**src/rtl/flash_boot_loader.sv**
```systemverilog
`default_nettype none
// ============================================================================
// flash_boot_loader: copies WORD_COUNT flash words into instruction RAM, then
// releases the CPU. Optional trailing-sum check: BOOT_CHECKSUM_EN.   Rev 1.0
// ============================================================================
module flash_boot_loader #(
  parameter int unsigned WORD_COUNT     = 1024,
  parameter int unsigned RAM_ADDR_W     = 10,
  parameter logic [23:0] FLASH_BASE     = 24'h000000,
  parameter int unsigned TIMEOUT_CYCLES = 4096
) (
  input  logic                  clk,
  input  logic                  rst_n,
  input  logic                  start,
  output logic                  flash_enable,
  output logic                  read_enable,
  output logic                  write_enable,
  output logic [23:0]           readAddress,
  input  logic                  flash_ready,
  input  logic [31:0]           flash_data,
  output logic                  ram_we,
  output logic [RAM_ADDR_W-1:0] ram_addr,
  output logic [31:0]           ram_wdata,
  output logic                  cpu_reset_n,
  output logic                  boot_done,
  output logic                  boot_error
);
  localparam int unsigned IDX_W = RAM_ADDR_W + 1;
  localparam int unsigned CNT_W = $clog2(TIMEOUT_CYCLES + 1);
  localparam logic [IDX_W-1:0] WC_IDX   = IDX_W'(WORD_COUNT);
`ifdef BOOT_CHECKSUM_EN
  localparam logic [IDX_W-1:0] LAST_IDX = IDX_W'(WORD_COUNT);
`else
  localparam logic [IDX_W-1:0] LAST_IDX = IDX_W'(WORD_COUNT - 1);
`endif
  localparam logic [CNT_W-1:0] CNT_LAST = CNT_W'(TIMEOUT_CYCLES - 1);

  typedef enum logic [2:0] {
    S_REQ       = 3'd0,
    S_WAIT_ACK  = 3'd1,
    S_WAIT_DATA = 3'd2,
    S_WRITE     = 3'd3,
    S_FINISH    = 3'd4,
    S_ERROR     = 3'd5
  } state_t;

  state_t                r_state, w_state;
  logic [IDX_W-1:0]      r_idx, w_idx;
  logic [CNT_W-1:0]      r_cnt, w_cnt;
  logic                  w_flash_enable, w_read_enable, w_ram_we;
  logic                  w_cpu_reset_n, w_boot_done, w_boot_error;
  logic [23:0]           w_read_address;
  logic [RAM_ADDR_W-1:0] w_ram_addr;
  logic [31:0]           w_ram_wdata;
  logic                  w_timeout, w_go_fin, w_go_err;
`ifdef BOOT_CHECKSUM_EN
  logic [31:0]           r_sum, w_sum, r_data, w_data;
`endif

  always_comb begin
    w_state        = r_state;
    w_idx          = r_idx;
    w_cnt          = r_cnt;
    w_flash_enable = flash_enable;
    w_read_enable  = read_enable;
    w_read_address = readAddress;
    w_ram_we       = 1'b0;
    w_ram_addr     = ram_addr;
    w_ram_wdata    = ram_wdata;
    w_cpu_reset_n  = cpu_reset_n;
    w_boot_done    = boot_done;
    w_boot_error   = boot_error;
`ifdef BOOT_CHECKSUM_EN
    w_sum          = r_sum;
    w_data         = r_data;
`endif
    w_go_fin       = 1'b0;
    w_go_err       = 1'b0;
    // >= guards against the counter running past the limit after a late ack
    w_timeout      = (r_cnt >= CNT_LAST);

    unique case (r_state)
      S_REQ: begin
        w_flash_enable = 1'b1;
        w_read_enable  = 1'b1;
        w_read_address = FLASH_BASE + (24'(r_idx) << 2);
        w_cnt          = '0;
        w_state        = S_WAIT_ACK;
      end
      S_WAIT_ACK: begin
        w_cnt = r_cnt + 1'b1;
        if (!flash_ready) begin
          w_read_enable = 1'b0;
          w_state       = S_WAIT_DATA;
        end else if (w_timeout) begin
          w_go_err = 1'b1;
        end
      end
      S_WAIT_DATA: begin
        w_cnt = r_cnt + 1'b1;
        if (flash_ready) begin
          w_state = S_WRITE;
          if (r_idx != WC_IDX) begin
            w_ram_we    = 1'b1;
            w_ram_addr  = r_idx[RAM_ADDR_W-1:0];
            w_ram_wdata = flash_data;
`ifdef BOOT_CHECKSUM_EN
            w_sum       = r_sum + flash_data;
`endif
          end
`ifdef BOOT_CHECKSUM_EN
          w_data = flash_data;
`endif
        end else if (w_timeout) begin
          w_go_err = 1'b1;
        end
      end
      S_WRITE: begin
        if (r_idx == LAST_IDX) begin
`ifdef BOOT_CHECKSUM_EN
          if (r_data == r_sum) w_go_fin = 1'b1;
          else                 w_go_err = 1'b1;
`else
          w_go_fin = 1'b1;
`endif
        end else begin
          w_idx   = r_idx + 1'b1;
          w_state = S_REQ;
        end
      end
      S_FINISH, S_ERROR: begin
        if (start) begin
          w_boot_done   = 1'b0;
          w_boot_error  = 1'b0;
          w_cpu_reset_n = 1'b0;
          w_idx         = '0;
`ifdef BOOT_CHECKSUM_EN
          w_sum         = '0;
`endif
          w_state       = S_REQ;
        end
      end
      default: w_state = S_REQ;
    endcase

    if (w_go_fin) begin
      w_flash_enable = 1'b0;
      w_read_enable  = 1'b0;
      w_boot_done    = 1'b1;
      w_cpu_reset_n  = 1'b1;
      w_state        = S_FINISH;
    end
    if (w_go_err) begin
      w_flash_enable = 1'b0;
      w_read_enable  = 1'b0;
      w_boot_error   = 1'b1;
      w_cpu_reset_n  = 1'b0;
      w_state        = S_ERROR;
    end
  end

  always_ff @(posedge clk or negedge rst_n) begin
    if (!rst_n) begin
      r_state      <= S_REQ;
      r_idx        <= '0;
      r_cnt        <= '0;
      flash_enable <= 1'b0;
      read_enable  <= 1'b0;
      write_enable <= 1'b0;
      readAddress  <= '0;
      ram_we       <= 1'b0;
      ram_addr     <= '0;
      ram_wdata    <= '0;
      cpu_reset_n  <= 1'b0;
      boot_done    <= 1'b0;
      boot_error   <= 1'b0;
`ifdef BOOT_CHECKSUM_EN
      r_sum        <= '0;
      r_data       <= '0;
`endif
    end else begin
      r_state      <= w_state;
      r_idx        <= w_idx;
      r_cnt        <= w_cnt;
      flash_enable <= w_flash_enable;
      read_enable  <= w_read_enable;
      write_enable <= 1'b0;
      readAddress  <= w_read_address;
      ram_we       <= w_ram_we;
      ram_addr     <= w_ram_addr;
      ram_wdata    <= w_ram_wdata;
      cpu_reset_n  <= w_cpu_reset_n;
      boot_done    <= w_boot_done;
      boot_error   <= w_boot_error;
`ifdef BOOT_CHECKSUM_EN
      r_sum        <= w_sum;
      r_data       <= w_data;
`endif
    end
  end
endmodule
`default_nettype wire

```
**config.mk**
```make
export PLATFORM = sky130hd
export DESIGN_NAME = flash_boot_loader
export DESIGN_NICKNAME = d
export VERILOG_FILES = /design/src/rtl/flash_boot_loader.sv
export SDC_FILE = /design/constraint.sdc
export NUM_CORES = 1
export LEC_CHECK = 0
export CAP_MARGIN = 10
export CORE_MARGIN = 3
export CORE_UTILIZATION = 48
export DETAILED_ROUTE_END_ITERATION = 10
export HOLD_SLACK_MARGIN = 0.15
export PLACE_DENSITY = 0.8
export REMOVE_ABC_BUFFERS = 1
export SETUP_SLACK_MARGIN = 0.02
export SLEW_MARGIN = 0
export SYNTH_ARGS = -nofsm -noshare
export SYNTH_HDL_FRONTEND = slang
export SYNTH_SLANG_ARGS = --single-unit
```
**constraint.sdc**
```tcl
create_clock -name clk -period 2.5 [get_ports clk]
set_input_delay 0.25 -clock clk [delete_from_list [all_inputs] [get_ports clk]]
set_output_delay 0.25 -clock clk [all_outputs]
set_load 0.005 [all_outputs]
```
==> flow_results.xml, run 1 <==
<?xml version="1.0" encoding="UTF-8"?>
<metrics>
  <group name="floorplan">
    <metric name="initial_utilization" unit="%">50.3</metric>
    <metric name="ios" unit="">109</metric>
    <metric name="core" unit="mm²">0.00789</metric>
    <metric name="rows" unit="">32</metric>
    <metric name="dieHeight" unit="µm">96.9</metric>
    <metric name="die_width" unit="µm">96.9</metric>
    <metric name="die_area" unit="mm²">0.00939</metric>
  </group>
  <group name="global_route">
    <metric name="globalRoute.busiestLayer" unit="">met2</metric>
    <metric name="grt.met3_usage" unit="%">5.41</metric>
    <metric name="gr-usage-met2" unit="%">27.8</metric>
    <metric name="grt-ovfl-total" unit="">0</metric>
    <metric name="grt_start_max_net_pins" unit="">54</metric>
    <metric name="first_global_vias" unit="">2719</metric>
    <metric name="grt_use_met1" unit="%">24.8</metric>
    <metric name="grt_pass1_wl" unit="µm">13700</metric>
    <metric name="antenna_found_initial" unit="">0</metric>
    <metric name="globalRouteTotalUtil" unit="%">17.9</metric>
  </group>
  <group name="power_and_ir_drop">
    <metric name="total_leakage_power" unit="nW">2.21</metric>
    <metric name="p_per_area" unit="mW/mm²">1110</metric>
    <metric name="p_sw" unit="mW">1.80</metric>
    <metric name="internal_portion_of_total_power" unit="mW">3.91</metric>
    <metric name="sw_frac_of_total" unit="%">31.5</metric>
    <metric name="clock_power_share" unit="%">18.8</metric>
    <metric name="share_comb_of_total_power" unit="%">39.4</metric>
    <metric name="total_design_power" unit="mW">5.71</metric>
    <metric name="power.ir.vdd_worst" unit="µV">492</metric>
    <metric name="seq_power_share" unit="%">41.9</metric>
  </group>
  <group name="routing">
    <metric name="post_drt_via_cell_ratio" unit="">5.36</metric>
    <metric name="detailroute.via_count" unit="">2827</metric>
    <metric name="drc" unit="">0</metric>
    <metric name="wirelength" unit="µm">7990</metric>
    <metric name="drt_first_iter_violations" unit="">148</metric>
    <metric name="post_drt_wl_per_cell" unit="µm">15.2</metric>
    <metric name="dr.pass1.iters" unit="">4</metric>
    <metric name="drtAntennaViolNets" unit="">0</metric>
  </group>
  <group name="setup_path">
    <metric name="cp.required" unit="ns">2.74</metric>
    <metric name="setup.reg_to_reg.worst_slack" unit="ns">0.47</metric>
    <metric name="startpoint_type" unit="">flip-flop</metric>
    <metric name="r2r-start" unit="">r_idx[0]$_DFFE_PN0P_</metric>
    <metric name="regToRegEndpoint" unit="">ram_wdata[28]$_DFFE_PN0P_</metric>
    <metric name="critPathArrivalTime" unit="ns">2.27</metric>
    <metric name="worst_r2r_path_depth" unit="">6</metric>
    <metric name="setup.worst_path.class" unit="">flip-flop to flip-flop</metric>
    <metric name="worstPathMaxFanout" unit="">10</metric>
    <metric name="critical_path.endpoint_type" unit="">flip-flop</metric>
  </group>
  <group name="layout">
    <metric name="finish.utilization" unit="%">65.1</metric>
    <metric name="post_route_cells_drive_above_1_share" unit="%">10.4</metric>
    <metric name="area_growth_syn_to_layout" unit="%">29.6</metric>
    <metric name="nets" unit="">460</metric>
    <metric name="n_fill_cell" unit="">618</metric>
    <metric name="diodes" unit="">0</metric>
  </group>
  <group name="clock_network">
    <metric name="cts_repair_resize_count" unit="">0</metric>
    <metric name="clk-insertion-delay-late" unit="ns">0.35</metric>
    <metric name="cts_made_buffers" unit="">9</metric>
    <metric name="cts-root-to-sink-buffers" unit="">2</metric>
    <metric name="htreeDepth" unit="">3</metric>
    <metric name="clockRootBuffer" unit="">sky130_fd_sc_hd__clkbuf_8</metric>
    <metric name="path_clk_slew" unit="ns">0.09</metric>
    <metric name="tritoncts_num_sinks" unit="">86</metric>
    <metric name="cts_tree" unit="">built</metric>
  </group>
  <group name="synth">
    <metric name="yosys-top-cells-area" unit="">sky130_fd_sc_hd__dfrtp_1 54%, sky130_fd_sc_hd__mux2_1 11%, sky130_fd_sc_hd__mux2_2 4.0%</metric>
    <metric name="synth_top_flop_cell" unit="">sky130_fd_sc_hd__dfrtp_1</metric>
    <metric name="synthesis.area_per_instance" unit="µm²">12.0</metric>
    <metric name="proportion_of_register_bits_with_asynchronous_set_or_reset_after_synthesis" unit="%">100</metric>
    <metric name="seq_area_frac_synth" unit="%">54.3</metric>
    <metric name="syn-instance-count" unit="">330</metric>
    <metric name="synth-warning-count" unit="">0</metric>
    <metric name="synth_seq_cells" unit="">86</metric>
    <metric name="post_synthesis_instance_area" unit="mm²">0.00397</metric>
    <metric name="synthDistinctLibCells" unit="">51</metric>
    <metric name="synth.top_cell.area_share" unit="%">54.3</metric>
    <metric name="synth_edf_count" unit="">0</metric>
    <metric name="synth_top_area_cell" unit="">sky130_fd_sc_hd__dfrtp_1</metric>
  </group>
  <group name="timing">
    <metric name="transition_at_the_pin_with_the_smallest_max_transition_slack" unit="ns">0.720</metric>
    <metric name="timing.hold.ws" unit="ns">0.459</metric>
    <metric name="fin_crit_sh" unit="%">81.2</metric>
    <metric name="final-max-slew-violation-count" unit="">0</metric>
    <metric name="hold_violations" unit="">0</metric>
    <metric name="fin_ws" unit="ns">0.470</metric>
    <metric name="finalClockSkew" unit="ns">0.0106</metric>
    <metric name="layout_min_cycle_time" unit="ns">2.03</metric>
    <metric name="unrepaired_setup_endpoints_after_global_routing" unit="">false</metric>
    <metric name="worst_slew_margin" unit="%">51.8</metric>
    <metric name="max_freq" unit="MHz">493</metric>
    <metric name="setup_viol" unit="">0</metric>
    <metric name="tns" unit="ns">0</metric>
  </group>
  <group name="placed_design">
    <metric name="gpl_wtd_cong" unit="">0.859</metric>
    <metric name="port_buffers" unit="">94</metric>
    <metric name="preCtsSetupSlack" unit="ns">0.342</metric>
    <metric name="dp.final_hpwl" unit="µm">5880</metric>
  </group>
  <group name="min_path">
    <metric name="worstHoldPathType" unit="">primary input to async pin</metric>
  </group>
  <group name="run">
    <metric name="reported_max_cap_violation_count" unit="">0</metric>
  </group>
  <group name="run_status">
    <metric name="result_of_the_run" unit="">finished, final reports clean</metric>
  </group>
</metrics>
cells by family after synthesis:
family                   count (synthesis)  synth area share (%)
other                                    1                0.0945
multiplexers                            56                  15.8
buffers and inverters                   43                  6.85
adder cells (fa/ha/maj)                  3                 0.946
AND/OR/NAND/NOR                         83                  12.1
flip-flops                              86                  54.3
XOR/XNOR                                 1                 0.221
AO/OA/AOI/OAI                           57                  9.72
through the flow:
| step | instance area [µm²] | instances |
|---|---|---|
| 3_3_place_gp | 4910 | 511 |
| 6_report | 5140 | 527 |
| 4_1_cts | 5140 | 527 |
| 3_5_place_dp | 4910 | 511 |
| 5_1_grt | 5140 | 527 |
| 2_1_floorplan | 3770 | 307 |
cell usage in the layout, fill, tap and decap left out, types with 3 or more instances in the layout:
cell type,netlist,routed
sky130_fd_sc_hd__clkdlybuf4s50_1,0,93
sky130_fd_sc_hd__dfrtp_1,86,86
sky130_fd_sc_hd__mux2_1,39,39
sky130_fd_sc_hd__nand2_1,19,19
sky130_fd_sc_hd__a21oi_1,15,15
sky130_fd_sc_hd__mux2_2,14,14
sky130_fd_sc_hd__conb_1,1,14
sky130_fd_sc_hd__nor2_1,11,11
sky130_fd_sc_hd__o21ai_0,10,10
sky130_fd_sc_hd__clkbuf_8,0,10
sky130_fd_sc_hd__nand3_1,8,8
sky130_fd_sc_hd__buf_4,14,8
sky130_fd_sc_hd__inv_1,7,7
sky130_fd_sc_hd__nor3_1,7,7
sky130_fd_sc_hd__o211ai_1,6,6
sky130_fd_sc_hd__o31ai_1,6,6
sky130_fd_sc_hd__and3_1,5,5
sky130_fd_sc_hd__nand4_1,5,5
sky130_fd_sc_hd__a21o_1,5,5
sky130_fd_sc_hd__or3_1,5,5
sky130_fd_sc_hd__or4_1,4,4
sky130_fd_sc_hd__and3b_1,3,3
sky130_fd_sc_hd__a31oi_1,3,3
sky130_fd_sc_hd__mux2i_1,3,3
sky130_fd_sc_hd__ha_1,3,3
registers in the layout, indices dropped and copies added, names as in the netlist:
signal        count
cpu_reset_n       1
readAddress      11
ram_addr         10
boot_done         1
flash_enable      1
ram_wdata        32
ram_we            1
r_state           3
boot_error        1
read_enable       1
r_cnt            13
r_idx            11
Yosys cell counts (6+ instances only):
master and instances:
sky130_fd_sc_hd__a21oi_1 15, sky130_fd_sc_hd__buf_2 8, sky130_fd_sc_hd__buf_4 14, sky130_fd_sc_hd__buf_6 6, sky130_fd_sc_hd__clkbuf_1 6, sky130_fd_sc_hd__dfrtp_1 86, sky130_fd_sc_hd__inv_1 7, sky130_fd_sc_hd__mux2_1 39
sky130_fd_sc_hd__mux2_2 14, sky130_fd_sc_hd__nand2_1 19, sky130_fd_sc_hd__nand3_1 8, sky130_fd_sc_hd__nor2_1 11, sky130_fd_sc_hd__nor3_1 7, sky130_fd_sc_hd__o211ai_1 6, sky130_fd_sc_hd__o21ai_0 10, sky130_fd_sc_hd__o31ai_1 6
critical path: stages, from the launching register on:
cell	delay, ns
sky130_fd_sc_hd__dfrtp_1	0.45
sky130_fd_sc_hd__inv_1	0.07
sky130_fd_sc_hd__ha_1	0.20
sky130_fd_sc_hd__and4bb_2	0.24
sky130_fd_sc_hd__a31oi_4	0.35
sky130_fd_sc_hd__buf_4	0.26
sky130_fd_sc_hd__mux2_1	0.34
routing by layer:
metal / vias up / wire length, µm
li1: 1330 / -
met1: 1386 / 3720
met2: 101 / 3710
met3: 10 / 484
met4: 0 / 76
met5: - / 0
power groups by stage:
stage / sequential [mW] / clock (mW) / combinational [mW]
floorplan: 2.37 / 0 / 1.01
global route: 2.49 / 1.18 / 2.44
finish: 2.39 / 1.07 / 2.25
global placement: 2.40 / 0 / 2.20
detailed placement: 2.42 / 0 / 2.28
CTS: 2.39 / 1.10 / 2.28
layout make-up:
cell class	instances	area, µm²	share of cell area (%)
flip-flops and latches	86	2150	41.9
multi-input cells	214	1590	31.0
repair buffers	103	1020	19.9
clock buffers	10	138	2.68
well taps	102	128	2.48
clock inverters	5	82.6	1.61
inverters	7	26.3	0.511
worst max-delay path by stage:
stage	start	end	slack [ns]
after global placement	flash_ready	ram_wdata[11]$_DFFE_PN0P_	0.39
after global routing	r_idx[0]$_DFFE_PN0P_	ram_wdata[25]$_DFFE_PN0P_	0.34
after floorplan	r_idx[0]$_DFFE_PN0P_	ram_wdata[11]$_DFFE_PN0P_	0.26
after detailed placement	flash_ready	ram_wdata[21]$_DFFE_PN0P_	0.34
final	r_idx[0]$_DFFE_PN0P_	ram_wdata[28]$_DFFE_PN0P_	0.47
after CTS	r_idx[0]$_DFFE_PN0P_	ram_wdata[21]$_DFFE_PN0P_	0.45
repair_timing:
item | in CTS | in global routing
hold buffers | 1 | 0
setup buffers | 0 | 0
endpoints found under the hold margin | 50 | 0
(Power assumes the default switching activity.)
==> run 2, diff against run 1 <==
--- a/config.mk
+++ b/config.mk
@@ -7,10 +7,10 @@
 export LEC_CHECK = 0
 export CAP_MARGIN = 10
 export CORE_MARGIN = 3
-export CORE_UTILIZATION = 48
+export CORE_UTILIZATION = 44
 export DETAILED_ROUTE_END_ITERATION = 10
 export HOLD_SLACK_MARGIN = 0.15
-export PLACE_DENSITY = 0.8
+export PLACE_DENSITY = 0.77
 export REMOVE_ABC_BUFFERS = 1
 export SETUP_SLACK_MARGIN = 0.02
 export SLEW_MARGIN = 0
==> constraint.sdc (replaced) <==
create_clock -name clk -period 1.8 [get_ports clk]
set_input_delay 0.18 -clock clk [delete_from_list [all_inputs] [get_ports clk]]
set_output_delay 0.18 -clock clk [all_outputs]
set_load 0.005 [all_outputs]
==> flow_results.xml, run 2 (synthesis results as in run 1) <==
<?xml version="1.0" encoding="UTF-8"?>
<metrics>
  <group name="run_status">
    <metric name="result_of_the_run" unit="">finished, final reports clean</metric>
  </group>
  <group name="setup_path">
    <metric name="crit_path_top_delay_cell" unit="">sky130_fd_sc_hd__dfrtp_1</metric>
    <metric name="setup.worst_path.class" unit="">flip-flop to flip-flop</metric>
    <metric name="setup.reg_to_reg.worst_slack" unit="ns">0.07</metric>
    <metric name="worst_r2r_path_depth" unit="">6</metric>
    <metric name="path_cells" unit="">inv_1, ha_1, and4bb_2, a31oi_4, buf_12, mux2_2</metric>
    <metric name="r2r-start" unit="">r_idx[0]$_DFFE_PN0P_</metric>
    <metric name="peak_per_stage_delay_on_the_critical_path" unit="ns">0.35</metric>
    <metric name="setup.worst_path.start" unit="">r_idx[0]$_DFFE_PN0P_</metric>
    <metric name="critPathArrivalTime" unit="ns">1.96</metric>
    <metric name="regToRegEndpoint" unit="">ram_wdata[11]$_DFFE_PN0P_</metric>
    <metric name="startpoint_type" unit="">flip-flop</metric>
    <metric name="cp-endpoint" unit="">ram_wdata[11]$_DFFE_PN0P_</metric>
    <metric name="critical_path.endpoint_type" unit="">flip-flop</metric>
    <metric name="cp.required" unit="ns">2.03</metric>
    <metric name="worstPathMaxFanout" unit="">33</metric>
  </group>
  <group name="layout">
    <metric name="mostFrequentLayoutCell" unit="">sky130_fd_sc_hd__clkdlybuf4s50_1</metric>
    <metric name="diodes" unit="">0</metric>
    <metric name="registers.top_by_ff_count" unit="">ram_wdata</metric>
    <metric name="final_cell_mix" unit="">93 x sky130_fd_sc_hd__clkdlybuf4s50_1, 86 x sky130_fd_sc_hd__dfrtp_1, 39 x sky130_fd_sc_hd__mux2_1</metric>
    <metric name="final_cell_area" unit="mm²">0.00532</metric>
    <metric name="largest_register_ff_count" unit="">32</metric>
    <metric name="area_growth_syn_to_layout" unit="%">34.0</metric>
    <metric name="post_route_cells_drive_above_1_share" unit="%">15.5</metric>
    <metric name="nets" unit="">479</metric>
    <metric name="reg.largest.list" unit="">ram_wdata: 32 flops, r_cnt: 13 flops</metric>
  </group>
  <group name="power_and_ir_drop">
    <metric name="power.ir.vdd_worst" unit="µV">629</metric>
    <metric name="total_leakage_power" unit="nW">2.30</metric>
    <metric name="p_per_area" unit="mW/mm²">1540</metric>
    <metric name="total_design_power" unit="mW">8.21</metric>
  </group>
  <group name="run">
    <metric name="reported_max_cap_violation_count" unit="">0</metric>
  </group>
  <group name="timing">
    <metric name="hold_violations" unit="">0</metric>
    <metric name="transition_at_the_pin_with_the_smallest_max_transition_slack" unit="ns">0.518</metric>
    <metric name="fin_crit_sh" unit="%">96.4</metric>
    <metric name="final-max-slew-violation-count" unit="">0</metric>
    <metric name="finalClockSkew" unit="ns">0.00800</metric>
    <metric name="setup_viol" unit="">0</metric>
    <metric name="tns" unit="ns">0</metric>
    <metric name="max_freq" unit="MHz">577</metric>
    <metric name="worst_slew_margin" unit="%">65.5</metric>
    <metric name="layout_min_cycle_time" unit="ns">1.73</metric>
    <metric name="fin_ws" unit="ns">0.0654</metric>
    <metric name="unrepaired_setup_endpoints_after_global_routing" unit="">true</metric>
  </group>
  <group name="global_route">
    <metric name="grt_pass1_wl" unit="µm">14300</metric>
    <metric name="grt.met3_usage" unit="%">3.25</metric>
    <metric name="grt_use_met1" unit="%">23.3</metric>
    <metric name="globalRouteTotalUtil" unit="%">17.3</metric>
    <metric name="antenna_found_initial" unit="">0</metric>
    <metric name="grt_start_max_net_pins" unit="">40</metric>
    <metric name="first_global_vias" unit="">3053</metric>
    <metric name="grt-ovfl-total" unit="">0</metric>
    <metric name="gr-usage-met2" unit="%">27.5</metric>
    <metric name="globalRoute.busiestLayer" unit="">met2</metric>
  </group>
  <group name="floorplan">
    <metric name="ios" unit="">109</metric>
    <metric name="core" unit="mm²">0.00872</metric>
    <metric name="die_area" unit="mm²">0.0102</metric>
    <metric name="dieHeight" unit="µm">101</metric>
    <metric name="initial_utilization" unit="%">45.5</metric>
    <metric name="rows" unit="">34</metric>
    <metric name="die_width" unit="µm">101</metric>
  </group>
  <group name="clock_network">
    <metric name="cts_made_buffers" unit="">9</metric>
    <metric name="tritoncts_num_sinks" unit="">86</metric>
    <metric name="cts_tree" unit="">built</metric>
    <metric name="cts-root-to-sink-buffers" unit="">2</metric>
    <metric name="path_clk_slew" unit="ns">0.09</metric>
    <metric name="htreeDepth" unit="">3</metric>
    <metric name="clockRootBuffer" unit="">sky130_fd_sc_hd__clkbuf_8</metric>
    <metric name="clk-insertion-delay-late" unit="ns">0.34</metric>
  </group>
  <group name="min_path">
    <metric name="worstHoldPathType" unit="">primary input to async pin</metric>
  </group>
  <group name="routing">
    <metric name="post_drt_via_cell_ratio" unit="">5.33</metric>
    <metric name="drc" unit="">0</metric>
    <metric name="drt_first_iter_violations" unit="">147</metric>
    <metric name="post_drt_wl_per_cell" unit="µm">15.3</metric>
    <metric name="wirelength" unit="µm">8470</metric>
    <metric name="dr.pass1.iters" unit="">4</metric>
    <metric name="drtAntennaViolNets" unit="">0</metric>
    <metric name="detailroute.via_count" unit="">2947</metric>
  </group>
  <group name="placed_design">
    <metric name="placement.cell_area" unit="mm²">0.00507</metric>
    <metric name="preCtsSetupSlack" unit="ns">-0.0445</metric>
    <metric name="gpl_wtd_cong" unit="">0.836</metric>
    <metric name="port_buffers" unit="">94</metric>
    <metric name="dp.final_hpwl" unit="µm">6070</metric>
  </group>
</metrics>
==> run 2: how the worst min path moves through the flow <==
stage / endpoint / slack [ns] / cells past startpoint
floorplan: boot_done$_DFFE_PN0P_ / -0.12 / 0
global placement: ram_wdata[9]$_DFFE_PN0P_ / 0.19 / 1
detailed placement: ram_wdata[18]$_DFFE_PN0P_ / 0.20 / 1
CTS: ram_wdata[18]$_DFFE_PN0P_ / 0.35 / 2
global route: ram_wdata[18]$_DFFE_PN0P_ / 0.39 / 2
finish: ram_wdata[4]$_DFFE_PN0P_ / 0.36 / 2
==> run 2: cell type report <==
cell class,instances,area [µm²]
Clock buffer,10,128
Tap cell,108,135
Sequential cell,86,2150
Multi-Input combinational cell,214,1610
Inverter,7,26.3
Fill cell,705,3400
Timing Repair Buffer,122,1180
Clock inverter,6,86.3
==> run 2: worst max-delay path, delay by kind of cell (launching register included) <==
kind	cells	cell delay, ns
fa+ha+maj	1	0.19
buf+inv	2	0.28
flops	1	0.35
compound gates	1	0.20
simple gates	1	0.24
mux	1	0.35
==> run 2: repair_timing <==
item / in CTS / in global routing
endpoints found under the setup margin: 0 / 46
gates resized for setup: 0 / 6
hold endpoints to repair: 36 / 0
setup buffers: 0 / 1
hold buffers: 1 / 0
==> run 2: per-stage QoR <==
stage / std cells / util (%) / hold slack, ns
floorplan: 307 / - / -0.116
global placement: 536 / 58.1 / 0.187
detailed placement: 536 / 58.1 / 0.197
CTS: 553 / 60.7 / 0.354
global route: 553 / 61.0 / 0.387
finish: 553 / 61.0 / 0.357
==> run 2: routing by layer <==
layer	share of wire [%]	up-vias
li1	-	1374
met1	45	1449
met2	46	113
met3	6.9	11
met4	1.8	0
met5	0	-
==> run 2: power breakdown <==
group          internal (mW)  switching (mW)
sequential              2.69           0.453
clock                  0.780           0.672
combinational           2.15            1.46
==> run 3, diff against run 2 <==
--- a/config.mk
+++ b/config.mk
@@ -17,3 +17,4 @@
 export SYNTH_ARGS = -nofsm -noshare
 export SYNTH_HDL_FRONTEND = slang
 export SYNTH_SLANG_ARGS = --single-unit
+export TNS_END_PERCENT = 50
==> results of run 3 <==
No change in the layout: final DEF, timing and power equal those of run 2.
